[src/rtl/player_ctrl.sv]
// ---------------------------------------------------------------------------
// player_ctrl
//
// Controls one player of a simple bat-and-ball game: it detects swing
// presses, decides whether a swing returns the ball, and tracks the player's
// remaining lives until the game is over.
//
// Optional feature macro: PLAYER_COOLDOWN_EN
//   defined   -> after every swing the player is locked out for
//                COOLDOWN_CYCLES clocks before a new swing can start
//   undefined -> a finished swing returns straight to READY
//
// Parameters
//   MAX_LIVES        lives loaded at game start (1 .. 2**LIFE_W-1)
//   LIFE_W           width of the lives output
//   SWING_CYCLES     length of the swing window in clocks (>= 1)
//   COOLDOWN_CYCLES  post-swing lockout in clocks (>= 1), cooldown build only
//
// Ports
//   clk            system clock, everything updates on the rising edge
//   rst            synchronous active-high reset, overrides start_game
//   start_game     level, high while the game runs, low holds in IDLE
//   button         raw swing button, synchronous to clk
//   hittable_ball  level, high while the ball is in this player's hit zone
//   hit            registered one-cycle pulse, ball returned
//   lives          registered remaining lives
//   match          registered level, this player is out of lives
// ---------------------------------------------------------------------------
module player_ctrl #(
    parameter int MAX_LIVES       = 3,
    parameter int LIFE_W          = 2,
    parameter int SWING_CYCLES    = 4,
    parameter int COOLDOWN_CYCLES = 8
) (
    input  logic              clk,
    input  logic              rst,
    input  logic              start_game,
    input  logic              button,
    input  logic              hittable_ball,
    output logic              hit,
    output logic [LIFE_W-1:0] lives,
    output logic              match
);

    // One shared down-counter serves both the swing window and the
    // cooldown, so it is sized for whichever of the two is longer.
    localparam int CNT_MAX = (SWING_CYCLES > COOLDOWN_CYCLES) ? SWING_CYCLES : COOLDOWN_CYCLES;
    localparam int CNT_W   = $clog2(CNT_MAX + 1);

    localparam logic [CNT_W-1:0]  SWING_LOAD = CNT_W'(SWING_CYCLES - 1);
    localparam logic [LIFE_W-1:0] LIVES_INIT = LIFE_W'(MAX_LIVES);

    localparam logic [2:0] ST_IDLE     = 3'd0;
    localparam logic [2:0] ST_READY    = 3'd1;
    localparam logic [2:0] ST_SWING    = 3'd2;
    localparam logic [2:0] ST_OVER     = 3'd4;

    // Where a finished swing goes, and what the counter holds on arrival.
`ifdef PLAYER_COOLDOWN_EN
    localparam logic [2:0]       ST_COOLDOWN      = 3'd3;
    localparam logic [2:0]       ST_AFTER_SWING   = ST_COOLDOWN;
    localparam logic [CNT_W-1:0] AFTER_SWING_LOAD = CNT_W'(COOLDOWN_CYCLES - 1);
`else
    localparam logic [2:0]       ST_AFTER_SWING   = ST_READY;
    localparam logic [CNT_W-1:0] AFTER_SWING_LOAD = '0;
`endif

    logic [2:0]       state;
    logic [CNT_W-1:0] cnt;
    logic             btn_q;
    logic             ball_q;
    logic             returned;

    logic             press;
    logic             ball_rise;
    logic             ball_fall;
    logic             returned_eff;
    logic             in_play;
    logic             hit_now;
    logic             life_loss;

    // Edge detection against last cycle's samples. A new hittable window
    // clears the returned flag in the very cycle it opens, so a swing that
    // is already running can hit a ball that only just arrived; that is why
    // decisions use returned_eff rather than the raw flag.
    assign press        = button & ~btn_q;
    assign ball_rise    = hittable_ball & ~ball_q;
    assign ball_fall    = ~hittable_ball & ball_q;
    assign returned_eff = returned & ~ball_rise;

    // Lives can only be lost while the player is actually playing a ball,
    // never in IDLE or once the game is over.
`ifdef PLAYER_COOLDOWN_EN
    assign in_play = (state == ST_READY) || (state == ST_SWING) || (state == ST_COOLDOWN);
`else
    assign in_play = (state == ST_READY) || (state == ST_SWING);
`endif

    // A hit needs an active swing, a ball in the zone, and a ball that has
    // not already been returned in this window. A ball that leaves the zone
    // without having been returned costs a life.
    assign hit_now   = (state == ST_SWING) && hittable_ball && !returned_eff;
    assign life_loss = in_play && ball_fall && !returned_eff;

    // Main sequencer. Reset and a dropped start_game both bring the player
    // back to a fresh IDLE. Inside the game the state case handles swing
    // timing, and the life-loss check comes last so that running out of
    // lives always wins and moves straight to OVER on the same edge.
    always_ff @(posedge clk) begin
        if (rst) begin
            state    <= ST_IDLE;
            cnt      <= '0;
            btn_q    <= 1'b0;
            ball_q   <= 1'b0;
            returned <= 1'b0;
            hit      <= 1'b0;
            lives    <= LIVES_INIT;
            match    <= 1'b0;
        end else begin
            btn_q  <= button;
            ball_q <= hittable_ball;
            hit    <= 1'b0;

            if (!start_game) begin
                state    <= ST_IDLE;
                cnt      <= '0;
                returned <= 1'b0;
                lives    <= LIVES_INIT;
                match    <= 1'b0;
            end else begin
                case (state)
                    ST_IDLE: begin
                        state    <= ST_READY;
                        cnt      <= '0;
                        returned <= 1'b0;
                        lives    <= LIVES_INIT;
                        match    <= 1'b0;
                    end

                    ST_READY: begin
                        if (press) begin
                            state <= ST_SWING;
                            cnt   <= SWING_LOAD;
                        end
                    end

                    ST_SWING: begin
                        if (hit_now || (cnt == '0)) begin
                            state <= ST_AFTER_SWING;
                            cnt   <= AFTER_SWING_LOAD;
                        end else begin
                            cnt <= cnt - 1'b1;
                        end
                    end

`ifdef PLAYER_COOLDOWN_EN
                    ST_COOLDOWN: begin
                        if (cnt == '0) begin
                            state <= ST_READY;
                        end else begin
                            cnt <= cnt - 1'b1;
                        end
                    end
`endif

                    ST_OVER: begin
                        state <= ST_OVER;
                    end

                    default: begin
                        state <= ST_IDLE;
                        cnt   <= '0;
                    end
                endcase

                if (in_play) begin
                    if (ball_rise) begin
                        returned <= 1'b0;
                    end
                    if (hit_now) begin
                        returned <= 1'b1;
                        hit      <= 1'b1;
                    end
                    if (life_loss) begin
                        if (lives <= LIFE_W'(1)) begin
                            lives <= '0;
                            match <= 1'b1;
                            state <= ST_OVER;
                            cnt   <= '0;
                        end else begin
                            lives <= lives - LIFE_W'(1);
                        end
                    end
                end
            end
        end
    end

endmodule

[config.mk]
export PLATFORM = sky130hd
export DESIGN_NAME = player_ctrl
export DESIGN_NICKNAME = d
export VERILOG_FILES = /design/src/rtl/player_ctrl.sv
export SDC_FILE = /design/constraint.sdc
export NUM_CORES = 1
export LEC_CHECK = 0
export BUFFER_PORTS_ARGS = -buffer_cell sky130_fd_sc_hd__buf_2
export CORE_MARGIN = 1.5
export CORE_UTILIZATION = 54
export DETAILED_ROUTE_END_ITERATION = 6
export GPL_ROUTABILITY_DRIVEN = 1
export GPL_TIMING_DRIVEN = 0
export HOLD_SLACK_MARGIN = 0.03
export PLACE_DENSITY = 0.83
export SLEW_MARGIN = 5
export SYNTH_ARGS = -nofsm -noshare
export SYNTH_HDL_FRONTEND = slang
export SYNTH_SLANG_ARGS = --single-unit
[constraint.sdc]
create_clock -name clk -period 2.15 [get_ports clk]
set_clock_uncertainty 0.2 [all_clocks]
set_input_delay 0.43 -clock clk [delete_from_list [all_inputs] [get_ports clk]]
set_output_delay 0.43 -clock clk [all_outputs]
set_load 0.005 [all_outputs]
==> results.cfg, run 1 <==
[synth]
synthTopCellsByCount = sky130_fd_sc_hd__dfxtp_1 (14), sky130_fd_sc_hd__a21oi_1 (7), sky130_fd_sc_hd__nand2b_1 (6)
yosysSeqAreaShare = 0.385
synth-edff-count = 0
ranking_of_synthesized_cells_by_area = sky130_fd_sc_hd__dfxtp_1 (38%), sky130_fd_sc_hd__nand2b_1 (5.2%), sky130_fd_sc_hd__nand3b_1 (5.2%)
ys_seq_elements = 14
yosysMostFrequentCell = sky130_fd_sc_hd__dfxtp_1
synth_fp_nets = 87
synthFlopType = sky130_fd_sc_hd__dfxtp_1
syn_area_sq_um = 728
yosysTopAreaCellShare = 0.385
post_synth.cell_area_avg_sq_um = 8.99
ys_async_sr_fraction = 0
ys.warnings.count = 0
synth_top_cell_by_area = sky130_fd_sc_hd__dfxtp_1
synth.lib_cells_used.distinct = 33
synth_cells = 81

[sta]
tightestPinTransition_ps = 387
final_max_slew_viol_count = 0
fin_setup_tns_ps = 0
report.final.hold_viol_count = 0
rsz0062_at_grt = false
report.final.setup_viol = 0
fin_crit_sh = 0.810
timing.max_slew.rel_slack = 0.742
post-route-min-period_ps = 1740
fmaxAchievable_ghz = 0.574

[die]
die_area_sq_um = 1580
floorplan.core_area_sq_um = 1280
core.rowCount = 13
floorplan.die.width_um = 39.7
die-height_um = 39.7
initial_utilization = 0.567
pin_count = 9

[worst_hold_path]
worstHoldStart = rst
number_of_stages_on_the_worst_hold_path = 2
min_to = btn_q
timing.hold.worst.class = input pin to register

[placement]
dp_hpwl_um = 1010
placed_cells_incl_taps = 104
io_buffers = 8
finalWeightedCongestion = 0.816

[final_layout]
flow.area_growth_from_synthesis_pct = 13.1
final_net_count = 100
antennaDiodeCount = 0
layout-drive-gt1-share = 0.204
layout.cells.non_filler = 108

[global_route]
grt_remaining_overflow = 0
grt_antenna_before_repair = 0
grt_start_max_net_pins = 11
first_global_vias = 507
grt_pass1_wl_um = 2000
gr-usage-all-layers = 0.191

[job]
drv_cap = 0

[power_and_ir_drop]
p_leak_nw = 0.307
design_power_total_uw = 498
cellPowerDensity_nw_per_um2 = 604
vdd_ir_drop_max_mv = 0.452

[route]
wire_per_inst_um = 12.4
drt-initial-drc-count = 15
via_per_inst = 5.85
postRouteAntennaNets = 0
drt_pre_antenna_iters = 4
remaining_drc_errors = 0
dr_total_vias = 632
route.final.wire_length_um = 1340

[critical_path]
depth_of_the_worst_register_to_register_path = 6
cp-end-kind = register
setup.worst_path.class = register to register
reg2reg_slack_ps = 410
r2r-end = state[0]
worstSetupStartpointType = register
critPathMaxFanout = 4
worstPathArrival_ps = 1730
required_time_reported_for_the_critical_path_endpoint_ps = 2140
worst_r2r_startpoint = cnt[0]

[cts]
clkSlewWorstSetupHoldPaths_ps = 80
cts-root-to-sink-buffers = 2
clock_insertion_delay_at_the_later_pin_of_the_skew_report_ps = 290
postCtsResizedCells = 0
numClockSinks = 14
cts_root_buffer = sky130_fd_sc_hd__clkbuf_4
postCtsHoldBufs = 0
cts_made_buffers = 3
cts_tree = yes
htree_num_levels = 1
postCtsSetupRepairBufs = 0

[outcome]
run_status = completed
==> worst max-delay path by stage <==
stage	cells after the start	endpoint	startpoint	slack [ps]
after CTS	6	state[0]	cnt[0]	370
after floorplan	6	state[0]	cnt[0]	570
final	6	state[0]	cnt[0]	410
after global placement	5	cnt[0]	hittable_ball	390
after detailed placement	5	cnt[0]	hittable_ball	370
after global routing	6	state[0]	cnt[0]	280
==> flip-flops by register name, summed over array words and instances, names as in the netlist <==
| name | cells |
|---|---|
| btn_q | 1 |
| match | 1 |
| returned | 1 |
| hit | 1 |
| state | 3 |
| ball_q | 1 |
| lives | 2 |
| cnt | 4 |
==> worst max-delay path: stages, from the launching register on <==
cell and delay [ps]:
sky130_fd_sc_hd__dfxtp_1 340, sky130_fd_sc_hd__inv_1 60, sky130_fd_sc_hd__ha_1 190, sky130_fd_sc_hd__nor3b_2 290, sky130_fd_sc_hd__a31oi_1 70, sky130_fd_sc_hd__o21a_1 190
sky130_fd_sc_hd__a2111oi_2 310
==> cells in the final DEF (no fill, tap or decap), types with 2 or more instances in the layout <==
master,synthesis,final
sky130_fd_sc_hd__nor2b_1,5,5
sky130_fd_sc_hd__clkbuf_4,0,3
sky130_fd_sc_hd__a211oi_1,2,2
sky130_fd_sc_hd__nand3b_1,5,5
sky130_fd_sc_hd__nor3_1,3,3
sky130_fd_sc_hd__nand2b_1,6,6
sky130_fd_sc_hd__xor2_1,2,2
sky130_fd_sc_hd__o21ai_0,3,3
sky130_fd_sc_hd__inv_1,3,3
sky130_fd_sc_hd__nor2_1,3,3
sky130_fd_sc_hd__buf_2,2,10
sky130_fd_sc_hd__nand2_1,3,3
sky130_fd_sc_hd__dfxtp_1,14,14
sky130_fd_sc_hd__a21oi_1,7,7
sky130_fd_sc_hd__a31oi_1,2,2
sky130_fd_sc_hd__o32a_1,2,2
sky130_fd_sc_hd__o21ai_1,2,2
==> where the power goes <==
| group | switching [mW] | internal (mW) | total [mW] |
|---|---|---|---|
| sequential | 0.00271 | 0.263 | 0.266 |
| combinational | 0.0230 | 0.0185 | 0.0415 |
| clock | 0.0871 | 0.103 | 0.190 |
==> cells by family (layout without fill, tap and decap cells) <==
group | count (synthesis) | in the layout | synth area share
xor gates and xnor gates | 2 | 2 | 0.0241
and+or+nand+nor | 35 | 35 | 0.325
DFF | 14 | 14 | 0.385
buffers and inverters | 6 | 18 | 0.0344
AOI/OAI and AO/OA | 23 | 23 | 0.215
adders and majority gates | 1 | 1 | 0.0172
==> layout make-up <==
| cell class | count | area (sq um) |
|---|---|---|
| Buffer | 3 | 13.8 |
| Clock buffer | 4 | 36.3 |
| Fill cell | 113 | 462 |
| Inverter | 3 | 11.3 |
| Multi-Input combinational cell | 61 | 423 |
| Sequential cell | 14 | 280 |
| Tap cell | 15 | 18.8 |
| Timing Repair Buffer | 8 | 40.0 |
==> layer usage <==
metal	track usage	part of all wire	vias to the layer above
met5	0	0	-
met4	0.121	0.016	0
met3	0.0568	0.056	2
met2	0.270	0.44	18
met1	0.247	0.49	295
li1	-	-	317
==> through the flow <==
step,cell area (sq um),util,hold slack (ps),worst slack [ps]
6_report,823,0.641,128,408
4_1_cts,823,0.641,127,370
3_5_place_dp,787,0.612,266,369
2_1_floorplan,728,-,267,566
3_3_place_gp,787,0.612,263,392
5_1_grt,823,0.641,133,280
(Power assumes the default switching activity.)
==> run 2: changes to the inputs <==
--- a/config.mk
+++ b/config.mk
@@ -7,12 +7,12 @@
 export LEC_CHECK = 0
 export BUFFER_PORTS_ARGS = -buffer_cell sky130_fd_sc_hd__buf_2
 export CORE_MARGIN = 1.5
-export CORE_UTILIZATION = 54
+export CORE_UTILIZATION = 49
 export DETAILED_ROUTE_END_ITERATION = 6
 export GPL_ROUTABILITY_DRIVEN = 1
 export GPL_TIMING_DRIVEN = 0
 export HOLD_SLACK_MARGIN = 0.03
-export PLACE_DENSITY = 0.83
+export PLACE_DENSITY = 0.8
 export SLEW_MARGIN = 5
 export SYNTH_ARGS = -nofsm -noshare
 export SYNTH_HDL_FRONTEND = slang
==> constraint.sdc (replaced) <==
create_clock -name clk -period 1.4 [get_ports clk]
set_clock_uncertainty 0.2 [all_clocks]
set_input_delay 0.28 -clock clk [delete_from_list [all_inputs] [get_ports clk]]
set_output_delay 0.28 -clock clk [all_outputs]
set_load 0.005 [all_outputs]
==> run 2 against run 1 <==
The flow now finishes with violations (setup timing). Largest power group unchanged. Via count grew 20%. Non-clock buffer count rose by 15. Die area is 9.4% higher. Total power grew 66%. Hold slack got worse by 90 ps. Maximum frequency increased by 9.6%. Critical path depth is the same. Sequential share of layout area fell by 7.6 points. Combinational power rose to 2.8 times the previous value. First-iteration DRC count up 53%. Setup slack lost 600 ps.
==> results.cfg, run 2 (synthesis results as in run 1) <==
[outcome]
run_status = finished with violations
failed_checks = setup timing

[critical_path]
critical_path.n_buffers_inverters = 1
setup.worst_path.class = register to register
worstSetupStartpointType = register
timing.critical_path.max_delay_family = compound AO/OA/AOI/OAI gates
critPathMaxFanout = 4
critPathSlowestCell = sky130_fd_sc_hd__dfxtp_2
cp-end-kind = register
crit_path_max_incr_delay_ps = 330
required_time_reported_for_the_critical_path_endpoint_ps = 1390
timing.critical_path.cells = inv_2, ha_4, nor3b_4, a31oi_1, o21a_1, a2111oi_4
worstPathArrival_ps = 1580

[sta]
timing.max_slew.rel_slack = 0.664
fin_crit_sh = 1.14
finalWorstSetupSlack_ps = -189
rsz0062_at_grt = true
report.final.hold_viol_count = 0
final_max_slew_viol_count = 0
fmaxAchievable_ghz = 0.629
tightestPinTransition_ps = 503
post-route-min-period_ps = 1590
report.final.setup_viol = 10

[cts]
cts-root-to-sink-buffers = 2
clkSlewWorstSetupHoldPaths_ps = 90
cts_root_buffer = sky130_fd_sc_hd__clkbuf_4
cts_tree = yes
htree_num_levels = 1
clock_insertion_delay_at_the_later_pin_of_the_skew_report_ps = 300
numClockSinks = 14
cts_made_buffers = 3

[die]
initial_utilization = 0.539
die_area_sq_um = 1730
pin_count = 9
floorplan.die.width_um = 41.6
floorplan.core_area_sq_um = 1350
die-height_um = 41.6
core.rowCount = 13

[final_layout]
largest_reg_flops = 4
antennaDiodeCount = 0
final_common_cell = sky130_fd_sc_hd__buf_4
layout_common_cells = sky130_fd_sc_hd__buf_4 (12), sky130_fd_sc_hd__dfxtp_1 (8), sky130_fd_sc_hd__buf_2 (8)
flow.area_growth_from_synthesis_pct = 50.5
post-route-cell-area_sq_um = 1100
final_net_count = 115
reg_top3 = cnt (4), state (3), lives (2)
final_core_utilization = 0.812
layout-drive-gt1-share = 0.491
largest_register = cnt

[job]
drv_cap = 0

[global_route]
grt.met2_usage = 0.422
grt_antenna_before_repair = 0
grt_remaining_overflow = 0
grt_busiest_layer = met2
gr-usage-all-layers = 0.235
grt_start_max_net_pins = 11
first_global_vias = 688
met1_usage = 0.256
use_met3 = 0.0739
grt_pass1_wl_um = 3050

[route]
drt-initial-drc-count = 23
remaining_drc_errors = 0
via_per_inst = 6.15
postRouteAntennaNets = 0
drt_pre_antenna_iters = 4
route.final.wire_length_um = 2290
dr_total_vias = 757
wire_per_inst_um = 18.6

[power_and_ir_drop]
power.sequential.fraction = 0.494
netSwitchingFraction = 0.252
cellPowerDensity_nw_per_um2 = 755
relative_contribution_of_combinational_cells_to_total_power = 0.140
vdd_ir_drop_max_mv = 0.589
intPower_uw = 619
clockPowerShare = 0.366
switching_power_uw = 209
p_leak_nw = 0.421

[placement]
detailed_place.area_sq_um = 823
io_buffers = 8
finalWeightedCongestion = 0.800
preCtsSetupSlack_ps = -245
dp_hpwl_um = 1140

[worst_hold_path]
timing.hold.worst.class = input pin to register
-- run 2: path summary, 6_finish.rpt --
check          from        to  slack [ps]  cells after the start
max          cnt[1]  state[0]        -190                      6
min          button     btn_q          40                      2
max reg2reg  cnt[1]  state[0]        -190                      6
min reg2reg   match     match         340                      2
-- run 2: layout make-up --
type	count	area, sq um
multi-input cells	61	546
flip-flops and latches	14	290
fillers	81	254
repair buffers	24	174
clock buffers	4	36.3
plain buffers	2	20.0
well taps	15	18.8
inverters	3	11.3
-- run 2: timing repair --
item | 4_1_cts | 5_1_grt
hold endpoints to repair | 2 | 0
pin swaps | 3 | 7
endpoints found under the setup margin | 10 | 10
setup buffers | 9 | 6
hold buffers | 1 | 0
resized for setup | 13 | 16
-- run 2: layer usage --
metal,share of wire,up-vias
met5,0,-
met4,0.052,0
met3,0.057,16
met2,0.51,37
met1,0.38,357
li1,-,347
-- run 2: power groups by stage --
stage	sequential [mW]	combinational (mW)	clock, mW
floorplan	0.417	0.0509	0
global placement	0.418	0.0673	0
detailed placement	0.418	0.0692	0
CTS	0.410	0.0877	0.291
global route	0.410	0.122	0.313
finish	0.409	0.116	0.303
-- run 2: stage by stage --
| step | TNS (ps) | power (mW) | instances | hold WS (ps) |
|---|---|---|---|---|
| floorplan | -37.4 | 0.468 | 81 | 152 |
| global placement | -862 | 0.485 | 104 | 262 |
| detailed placement | -1320 | 0.488 | 104 | 281 |
| CTS | -1180 | 0.789 | 118 | 47.9 |
| global route | -1750 | 0.844 | 123 | 44.1 |
| finish | -1370 | 0.828 | 123 | 38.0 |
==> run 3: changes to the inputs <==
--- a/config.mk
+++ b/config.mk
@@ -12,7 +12,7 @@
 export GPL_ROUTABILITY_DRIVEN = 1
 export GPL_TIMING_DRIVEN = 0
 export HOLD_SLACK_MARGIN = 0.03
-export PLACE_DENSITY = 0.8
+export PLACE_DENSITY = 0.82
 export SLEW_MARGIN = 5
 export SYNTH_ARGS = -nofsm -noshare
 export SYNTH_HDL_FRONTEND = slang
==> run 3 against run 2 <==
The flow still finishes with violations (setup timing). Critical path depth unchanged. Maximum frequency increased by 2.9%. Global-route usage decreased by 3.6 points. Hold slack got worse by 1.6 ps. Die area unchanged. Sequential share of layout area increased by 1.1 points. Setup slack improved by 44 ps. Clock power decreased by 1%. Count of clock-buffer cells in the layout unchanged. Core utilization decreased by 4.4 points. Design area decreased by 5.4%. Critical path type unchanged. Largest power group unchanged.
==> results.cfg, run 3 (synthesis results as in run 1) <==
[sta]
report.final.setup_viol = 10
tightestPinTransition_ps = 396
final_max_slew_viol_count = 0
fin_crit_sh = 1.10
report.final.hold_viol_count = 0
post-route-min-period_ps = 1540
rsz0062_at_grt = true
finalWorstSetupSlack_ps = -145
hold_ws_ps = 36.5
timing.max_slew.rel_slack = 0.735
fmaxAchievable_ghz = 0.647

[final_layout]
final_common_cell = sky130_fd_sc_hd__buf_4
largest_reg_flops = 4
largest_register = cnt
flow.area_growth_from_synthesis_pct = 42.4
layout.cells.non_filler = 120
post-route-cell-area_sq_um = 1040
reg_top3 = cnt (4), state (3), lives (2)
final_net_count = 112
layout-drive-gt1-share = 0.457
layout_common_cells = sky130_fd_sc_hd__buf_4 (10), sky130_fd_sc_hd__dfxtp_1 (9), sky130_fd_sc_hd__buf_2 (8)
antennaDiodeCount = 0

[global_route]
first_global_vias = 636
grt_antenna_before_repair = 0
grt_remaining_overflow = 0
gr-usage-all-layers = 0.199
grt_start_max_net_pins = 11
grt_pass1_wl_um = 2680

[outcome]
run_status = finished with violations
failed_checks = setup timing

[power_and_ir_drop]
intPower_uw = 612
design_power_total_uw = 808
vdd_ir_drop_max_mv = 0.810
switching_power_uw = 196
cellPowerDensity_nw_per_um2 = 779
p_leak_nw = 0.390
netSwitchingFraction = 0.242
clockPowerShare = 0.370
relative_contribution_of_combinational_cells_to_total_power = 0.123
power.sequential.fraction = 0.507

[critical_path]
critical_path.n_buffers_inverters = 2
worst_r2r_startpoint = state[2]
crit_path_max_incr_delay_ps = 320
depth_of_the_worst_register_to_register_path = 6
worstPathArrival_ps = 1530
timing.critical_path.max_delay_family = simple AND/OR/NAND/NOR gates
cp_num_cells = 6
required_time_reported_for_the_critical_path_endpoint_ps = 1390
critPathSlowestCell = sky130_fd_sc_hd__dfxtp_2
r2r-end = state[1]
timing.critical_path.cells = buf_6, nor4b_4, nand3b_1, nand2_2, buf_6, nor2b_1
reg2reg_slack_ps = -140
cp_common_cell = sky130_fd_sc_hd__buf_6
setup.worst_path.class = register to register
cp-end-kind = register
critPathMaxFanout = 6
worstSetupStartpointType = register

[die]
floorplan.core_area_sq_um = 1350
floorplan.die.width_um = 41.6
pin_count = 9
die_area_sq_um = 1730
core.rowCount = 13
initial_utilization = 0.539
die-height_um = 41.6

[cts]
numClockSinks = 14
cts-root-to-sink-buffers = 2
clkSlewWorstSetupHoldPaths_ps = 90
cts_tree = yes
cts_root_buffer = sky130_fd_sc_hd__clkbuf_4
cts_made_buffers = 3
htree_num_levels = 1
clock_insertion_delay_at_the_later_pin_of_the_skew_report_ps = 290

[route]
dr_total_vias = 753
wire_per_inst_um = 16.6
postRouteAntennaNets = 0
route.final.wire_length_um = 1990
drt-initial-drc-count = 27
remaining_drc_errors = 0
via_per_inst = 6.28
drt_pre_antenna_iters = 4

[placement]
dp_hpwl_um = 1110
io_buffers = 8
finalWeightedCongestion = 0.817
detailed_place.area_sq_um = 823
placed_cells_incl_taps = 104
preCtsSetupSlack_ps = -198

[worst_hold_path]
min_to = btn_q
timing.hold.worst.class = input pin to register
worstHoldStart = button
number_of_stages_on_the_worst_hold_path = 2

[job]
drv_cap = 0
run 3: changes by cell type in the layout (fill, tap and decap cells not counted), sizes merged:
cell,before,now
buf,24,21
run 3: routing by layer:
layer  vias to the layer above  global-route usage  routed length [um]
li1                        342                   -                   -
met1                       368               0.232                 802
met2                        31               0.353                1030
met3                        12              0.0783                  94
met4                         0              0.0194                  61
met5                         -                   0                   0
run 3: final cells by class:
class	count	area, sq um
multi-input combinational	61	520
tap	15	18.8
sequential	14	287
timing repair buffer	20	136
buffer	3	27.5
fill	94	313
clock buffer	4	36.3
inverter	3	11.3
run 3: power by group through the flow:
stage / combinational [mW] / sequential, mW / clock, mW
floorplan: 0.0509 / 0.417 / 0
global placement: 0.0670 / 0.418 / 0
detailed placement: 0.0690 / 0.418 / 0
CTS: 0.0806 / 0.409 / 0.292
global route: 0.106 / 0.410 / 0.317
finish: 0.0992 / 0.410 / 0.299
run 3: repair_timing:
action | CTS | global route
pin swaps | 2 | 3
hold buffers | 1 | 0
hold endpoints to repair | 2 | 0
endpoints found under the setup margin | 9 | 12
resized for setup | 5 | 15
buffers inserted | 8 | 3
run 3: worst max path at each step:
stage,startpoint,to
after floorplan,cnt[1],state[0]
after global placement,state[2],cnt[0]
after detailed placement,hittable_ball,cnt[0]
after CTS,state[0],state[0]
after global routing,state[2],state[1]
final,state[2],state[1]
run 3: per-stage QoR:
stage	TNS (ps)	util
2_1_floorplan	-37.4	-
3_3_place_gp	-854	0.610
5_1_grt	-1700	0.768
3_5_place_dp	-1060	0.610
4_1_cts	-929	0.702
6_report	-963	0.768
